--- config.mk ---
export PLATFORM = sky130hd
export DESIGN_NAME = univ_shift_reg
export DESIGN_NICKNAME = d
export VERILOG_FILES = /design/src/rtl/univ_reg_pkg.sv /design/src/rtl/word_cnt.sv /design/src/rtl/univ_shift_reg.sv
export SDC_FILE = /design/constraint.sdc
export NUM_CORES = 1
export LEC_CHECK = 0
export ABC_AREA = 1
export ABC_CLOCK_PERIOD_IN_PS = 1800
export BUFFER_PORTS_ARGS = -buffer_cell sky130_fd_sc_hd__buf_4
export CORE_AREA = 2 2 54 56
export DETAILED_ROUTE_END_ITERATION = 16
export DIE_AREA = 0 0 56 58
export GPL_TIMING_DRIVEN = 0
export PLACE_DENSITY = 0.69
export SETUP_SLACK_MARGIN = 0.02
export SLEW_MARGIN = 20
export SYNTH_ARGS = -nofsm -noshare
export SYNTH_HDL_FRONTEND = slang
export SYNTH_HIERARCHICAL = 1
export SYNTH_SLANG_ARGS = --single-unit
--- constraint.sdc ---
create_clock -name clk -period 1.8 [get_ports clk]
set_input_delay 0.54 -clock clk [delete_from_list [all_inputs] [get_ports clk]]
set_output_delay 0.54 -clock clk [all_outputs]
set_load 0.005 [all_outputs]
--- src/rtl/univ_reg_pkg.sv ---
// univ_reg_pkg
// Shared definitions for the universal shift register:
//   - MODE_* : 3-bit operation codes driven on univ_shift_reg.mode
//   - cnt_width(width) : width of the shift counter able to hold 0..width-1
package univ_reg_pkg;

    localparam logic [2:0] MODE_HOLD = 3'b000;
    localparam logic [2:0] MODE_SHR  = 3'b001;
    localparam logic [2:0] MODE_SHL  = 3'b010;
    localparam logic [2:0] MODE_LOAD = 3'b011;
    localparam logic [2:0] MODE_ROR  = 3'b100;
    localparam logic [2:0] MODE_ROL  = 3'b101;
    localparam logic [2:0] MODE_CLR  = 3'b110;
    localparam logic [2:0] MODE_SET  = 3'b111;

    // One spare bit over $clog2 keeps power-of-two widths representable.
    function automatic int cnt_width(input int width);
        return $clog2(width) + 1;
    endfunction

endpackage

--- src/rtl/word_cnt.sv ---
// word_cnt
// Modulo-WIDTH shift counter with a registered wrap pulse.
// Ports:
//   clk    : clock, rising edge
//   rst_n  : synchronous active-low reset
//   inc    : count one shift this edge
//   clr    : restart the word (wins over inc)
//   cnt    : shifts counted in the current word, 0..WIDTH-1
//   wrap   : high for one cycle after the edge that completes a word
module word_cnt #(
    parameter int WIDTH = 8,
    parameter int CNT_W = 4
) (
    input  logic             clk,
    input  logic             rst_n,
    input  logic             inc,
    input  logic             clr,
    output logic [CNT_W-1:0] cnt,
    output logic             wrap
);

    localparam logic [CNT_W-1:0] LAST = CNT_W'(WIDTH - 1);

    logic [CNT_W-1:0] cnt_q, cnt_d;
    logic             wrap_q, wrap_d;

    always_comb begin
        cnt_d  = cnt_q;
        wrap_d = 1'b0;   // wrap is a pulse: any edge not finishing a word clears it
        if (clr) begin
            cnt_d = '0;
        end else if (inc) begin
            if (cnt_q == LAST) begin
                cnt_d  = '0;
                wrap_d = 1'b1;
            end else begin
                cnt_d = cnt_q + CNT_W'(1);
            end
        end
    end

    always_ff @(posedge clk) begin
        if (!rst_n) begin
            cnt_q  <= '0;
            wrap_q <= 1'b0;
        end else begin
            cnt_q  <= cnt_d;
            wrap_q <= wrap_d;
        end
    end

    assign cnt  = cnt_q;
    assign wrap = wrap_q;

endmodule

--- src/rtl/univ_shift_reg.sv ---
// univ_shift_reg
// WIDTH-bit universal register: hold, shift/rotate left/right, load, clear,
// set, all gated by en. A word counter pulses word_done after every WIDTH
// counted shifts/rotates so the block can act as a SERDES.
// Ports:
//   clk, rst_n      : clock and synchronous active-low reset (beats en/mode)
//   en, mode        : operation enable and select (univ_reg_pkg::MODE_*)
//   d               : parallel load data
//   sin_r, sin_l    : serial inputs entering MSB (SHR) / LSB (SHL)
//   q, qn           : register contents and its complement
//   sout_r, sout_l  : q[0] and q[WIDTH-1]
//   shift_cnt       : counted operations in the current word
//   word_done       : one-cycle pulse after the WIDTH-th counted operation
module univ_shift_reg
    import univ_reg_pkg::*;
#(
    parameter int               WIDTH     = 8,
    parameter logic [WIDTH-1:0] RESET_VAL = '0,
    parameter int               CNT_W     = cnt_width(WIDTH)
) (
    input  logic             clk,
    input  logic             rst_n,
    input  logic             en,
    input  logic [2:0]       mode,
    input  logic [WIDTH-1:0] d,
    input  logic             sin_r,
    input  logic             sin_l,
    output logic [WIDTH-1:0] q,
    output logic [WIDTH-1:0] qn,
    output logic             sout_r,
    output logic             sout_l,
    output logic [CNT_W-1:0] shift_cnt,
    output logic             word_done
);

    logic [WIDTH-1:0] q_q, q_d;
    logic             cnt_inc;
    logic             cnt_clr;

    always_comb begin
        q_d     = q_q;
        cnt_inc = 1'b0;
        cnt_clr = 1'b0;
        if (en) begin
            unique case (mode)
                MODE_HOLD: q_d = q_q;
                MODE_SHR: begin
                    q_d     = {sin_r, q_q[WIDTH-1:1]};
                    cnt_inc = 1'b1;
                end
                MODE_SHL: begin
                    q_d     = {q_q[WIDTH-2:0], sin_l};
                    cnt_inc = 1'b1;
                end
                MODE_LOAD: begin
                    q_d     = d;
                    cnt_clr = 1'b1;
                end
                MODE_ROR: begin
                    q_d     = {q_q[0], q_q[WIDTH-1:1]};
                    cnt_inc = 1'b1;
                end
                MODE_ROL: begin
                    q_d     = {q_q[WIDTH-2:0], q_q[WIDTH-1]};
                    cnt_inc = 1'b1;
                end
                MODE_CLR: begin
                    q_d     = '0;
                    cnt_clr = 1'b1;
                end
                MODE_SET: begin
                    q_d     = '1;
                    cnt_clr = 1'b1;
                end
                default: q_d = q_q;
            endcase
        end
    end

    always_ff @(posedge clk) begin
        if (!rst_n) begin
            q_q <= RESET_VAL;
        end else begin
            q_q <= q_d;
        end
    end

    word_cnt #(
        .WIDTH (WIDTH),
        .CNT_W (CNT_W)
    ) u_word_cnt (
        .clk   (clk),
        .rst_n (rst_n),
        .inc   (cnt_inc),
        .clr   (cnt_clr),
        .cnt   (shift_cnt),
        .wrap  (word_done)
    );

    assign q      = q_q;
    assign qn     = ~q_q;
    assign sout_r = q_q[0];
    assign sout_l = q_q[WIDTH-1];

endmodule

=== Word-level counts from Yosys, hierarchy flattened ===
Cells that the tools add are included.
W data, S select, Z words.

* Add/sub/neg operators: 1
* Multiply operators: 0
* Divide/modulo/power cells: 0
* Magnitude comparators: 0
* Equality and inequality tests: 8
* Shift-type cells: 0
* Mux-type cells: 7
* Bitwise logic cells: 4
* Reduce and logical (&&, ||, !) cells: 6

{| class="wikitable"
|+ Operators by type and width
! kind !! number
|-
| $pmux W8 S7 || 1
|-
| $eq A3 B3 Y1 const B || 4
|-
| $not A8 Y8 || 1
|-
| $eq A3 B2 Y1 const B || 2
|-
| $reduce_or A3 Y1 || 2
|-
| $mux W1 || 5
|-
| $add A4 B1 Y4 const B || 1
|-
| $eq A4 B3 Y1 const B || 1
|-
| $mux W4 || 1
|-
| $reduce_or A4 Y1 || 1
|-
| $eq A3 B1 Y1 const B || 1
|-
| $logic_not A3 Y1 || 1
|-
| $not A1 Y1 || 3
|-
| $reduce_and A2 Y1 || 1
|-
| $reduce_or A2 Y1 || 1
|}

* Register bits after elaboration: 13
* Latch bits: 0
* RAM bits: 0
* ROM bits: 0
* Bits of input ports: 16
* Output and inout bits: 23
* Memories: 0

=== Longest topological paths before layout ===
* Depth in word-level cells: 6
* Gate-level depth with buffers: 12
* Mapped depth without buffers: 11

=== Cells and area by module ===
Netlist, hierarchy kept.

{| class="wikitable"
|+ By module, submodules not included
! module !! instances !! cells an instance !! area each (µm²) !! sequential area each (µm²)
|-
| univ_shift_reg || 1 || 94 || 583.1 || 160.2
|-
| word_cnt || 1 || 29 || 226.5 || 100.1
|}

=== Worst setup path before layout ===
OpenSTA, ideal clock, no wires.

* Kind: input to register
* Start point: input port mode[1]
* End point: register u_word_cnt.cnt_q[3] (netlist: u_word_cnt/cnt[3])
* Library setup time: 0.115 ns
* Arrival time: 1.377 ns
* Data required time: 1.685 ns
* Path slack: 0.308 ns
* Stages on the path: 10
* Buffers on the path: 1
* Path through: buf_6 -> inv_2 -> nor2_1 -> nor2_1 -> nand2_1 -> nand3_1 -> inv_1 -> nand3_1 -> o21ai_1 -> nor2_1

* Elaborated cells between the ends (all ways): 14
* Those cells by class: 7 x eq/ne; 4 x mux; 3 x reduce/logical

{| class="wikitable"
|+ RTL lines
! element !! RTL line !! source
|-
| from (decl) || univ_shift_reg.sv:24 || <nowiki>input logic [2:0] mode,</nowiki>
|-
| $eq A3 B3 Y1, or another cell as far along || univ_shift_reg.sv:45 || <nowiki>unique case (mode)</nowiki>
|-
| $reduce_or A4 Y1 (no line) * || n/a ||
|-
| $mux W1 * || univ_shift_reg.sv:45 ||
|-
| $mux W1 * || univ_shift_reg.sv:44 || <nowiki>if (en) begin</nowiki>
|-
| net cnt_inc || univ_shift_reg.sv:37 || <nowiki>logic cnt_inc;</nowiki>
|-
| to (signal assigned) || word_cnt.sv:47 || <nowiki>cnt_q <= cnt_d;</nowiki>
|-
| to (decl) || word_cnt.sv:24 || <nowiki>logic [CNT_W-1:0] cnt_q, cnt_d;</nowiki>
|}

Mark *: on every way through the listed nets, which the timed path passes. The rest lies on a longest branch.
A chain may end at the register's enable or synchronous reset.

=== Worst setup path after layout ===
* Start point: register q_q[0] (netlist: q[0])
* End point: output port qn[0]

* Cells in the longest elaborated chain, start to end: 1

{| class="wikitable"
|+ RTL lines
! element !! RTL line !! source
|-
| from (decl) || univ_shift_reg.sv:36 || <nowiki>logic [WIDTH-1:0] q_q, q_d;</nowiki>
|-
| from (signal assigned) || univ_shift_reg.sv:84 || <nowiki>q_q <= q_d;</nowiki>
|-
| $not A8 Y8 || univ_shift_reg.sv:101 || <nowiki>assign qn = ~q_q;</nowiki>
|-
| to (decl) || univ_shift_reg.sv:29 || <nowiki>output logic [WIDTH-1:0] qn,</nowiki>
|}

Every way passes these cells.

==> flow_summary.yaml <==
hold_path:
  whs_endpoint: "u_word_cnt/wrap"
  worstHoldStart: "u_word_cnt/cnt[3]"
  hold_path.class: "reg2reg"
  hold_path_depth: 1
sta:
  fin_setup_tns_ns: 0
  worstMarginPinSlew_ns: 0.313
  whs_ns: 0.531
  final-hold-violation-count: 0
  finalMaxSlewViolations: 0
  fmax_mhz: 686
  period_share: 0.810
  slew_headroom: 0.791
  fin_crit_ns: 1.46
  skew_ns: 0.000864
  setup_viol: 0
  rsz0062_at_grt: "no"
logic_synthesis:
  ys_seq_elements: 13
  synth_area_per_cell_um2: 6.58
  syn-num-nets: 140
  synth_top_area_share: 0.321
  synth_area_leaders: "dfxtp_1 (32%), o21ai_0 (9.9%), nand2_1 (9.7%)"
  yosysUniqueCellTypes: 21
  synth_cells: 123
  synth_area_um2: 810
  synth_area_leader_cell: "dfxtp_1"
  yosysSeqAreaShare: 0.321
  yosysWarnings: 6
cells_and_area:
  n_fill_cell: 286
  final_common_cell: "buf_4"
  antennaDiodeCount: 0
  fin_nets: 181
  finalInstanceArea_um2: 1140
  area_growth_syn_to_layout_pct: 41.4
  drive_above_1_share: 0.331
  mostFrequentLayoutCells: "buf_4 (39), nand2_1 (21), inv_1 (17)"
clock_tree:
  cts_root_buffer: "clkbuf_4"
  cts_tree: "done"
  cts_max_path_buffers: 2
  cts_setup_buffers: 0
  clock_latency_ns: 0.27
  cts-resized-gates: 0
  cts_hold_buffers: 0
  cts-htree-levels: 1
  cts-buffers-inserted: 3
  clkTransAtPathRegs_ns: 0.08
  cts_sinks: 13
grt:
  first_global_vias: 810
  grt_overflow: 0
  grt_max_degree: 11
  grt_pass1_wl_um: 3440
  grt_use_total: 0.131
  antenna_found_initial: 0
placement:
  dp_hpwl_um: 1630
  io_buffers: 36
  gp_congestion: 0.855
  place_area_um2: 1120
power:
  power.total_mw: 0.690
  ir_drop_mv: 0.297
  power.leakage_nw: 0.530
  p_per_area_nw_per_um2: 603
route:
  drt_wl_total_um: 2080
  initialDrtViolationCount: 32
  ant_nets: 0
  vias: 937
  drt_pre_antenna_iters: 4
  vias_per_cell: 4.83
  routedWlPerCell_um: 10.7
  post-route-drc-count: 0
floorplan:
  core_area_um2: 2660
  die_h_um: 58
  io_pins: 39
  die-area_um2: 3250
  start_util: 0.304
  chipWidth_um: 56
  std_cell_rows: 19
critical_path:
  path_max_fanout: 5
  crit_type: "reg2out"
  startpoint_type: "register"
  r2r_slack_ns: 0.74
  r2r-end: "u_word_cnt/cnt[3]"
  rr_worst_depth: 4
  endpoint_kind: "output port"
  r2r-start: "u_word_cnt/cnt[0]"
  arrival_ns: 0.92
  required_ns: 1.26
run:
  maxCapViolations: 0
outcome:
  status: "completed"
## cells by family (layout without fill, tap and decap cells)
| group | after synthesis | after routing | synth area share |
|---|---|---|---|
| buf+inv | 24 | 64 | 0.141 |
| fa+ha+maj | 1 | 1 | 0.0155 |
| compound gates | 39 | 39 | 0.264 |
| simple gates | 46 | 46 | 0.258 |
| flops | 13 | 13 | 0.321 |
## stage by stage
stage | cells | setup WS [ns] | util
floorplan | 123 | 0.308 | -
global placement | 190 | 0.201 | 0.420
detailed placement | 190 | 0.172 | 0.420
CTS | 194 | 0.338 | 0.430
global route | 194 | 0.288 | 0.430
finish | 194 | 0.342 | 0.430
## flip-flops by register name, indices dropped and copies added (netlist names)
name             count
q                    8
u_word_cnt/cnt       4
u_word_cnt/wrap      1
## layer usage
layer | global-route usage | part of all wire
met1 | 0.171 | 0.48
met5 | 0 | 0
met3 | 0.0156 | 0.052
met4 | 0.0714 | 0.0072
met2 | 0.212 | 0.47
## where the power goes
group,internal [mW],leakage (nW),switching (mW)
sequential,0.305,0.107,0.0206
clock,0.0858,0.0150,0.0934
combinational,0.0960,0.409,0.0900
total,0.486,0.530,0.204
## worst max path at each step
| stage | start | end | slack [ns] | cells past startpoint |
|---|---|---|---|---|
| floorplan | mode[1] | u_word_cnt/cnt[3] | 0.31 | 10 |
| global placement | mode[0] | u_word_cnt/cnt[3] | 0.20 | 9 |
| detailed placement | mode[0] | u_word_cnt/cnt[3] | 0.17 | 9 |
| CTS | q[0] | q[0] | 0.34 | 2 |
| global route | q[0] | qn[0] | 0.29 | 2 |
| finish | q[0] | qn[0] | 0.34 | 2 |
## synthesized netlist by cell type
cell type and n:
a21oi_1 13, a21oi_2 2, a31oi_1 6, buf_4 3
buf_6 1, dfxtp_1 13, ha_1 1, inv_1 17
inv_2 1, inv_4 2, nand2_1 21, nand2_2 2
nand2_4 1, nand3_1 8, nand4_1 1, nor2_1 11
nor2_2 1, nor4_2 1, o21ai_0 16, o21ai_1 1
o21ai_2 1
## critical path, stage by stage (launching register included)
cell and delay (ns):
dfxtp_1 0.41, inv_1 0.10, buf_4 0.14
## area by class of cell
type,count,area [um2],share of cell area
Buffer,4,33.8,0.0295
Inverter,20,80.1,0.0699
Tap cell,31,38.8,0.0339
Sequential cell,13,260,0.227
Clock buffer,4,26.3,0.0230
Multi-Input combinational cell,86,435,0.380
Timing Repair Buffer,36,270,0.236
(Power assumes the default switching activity.)
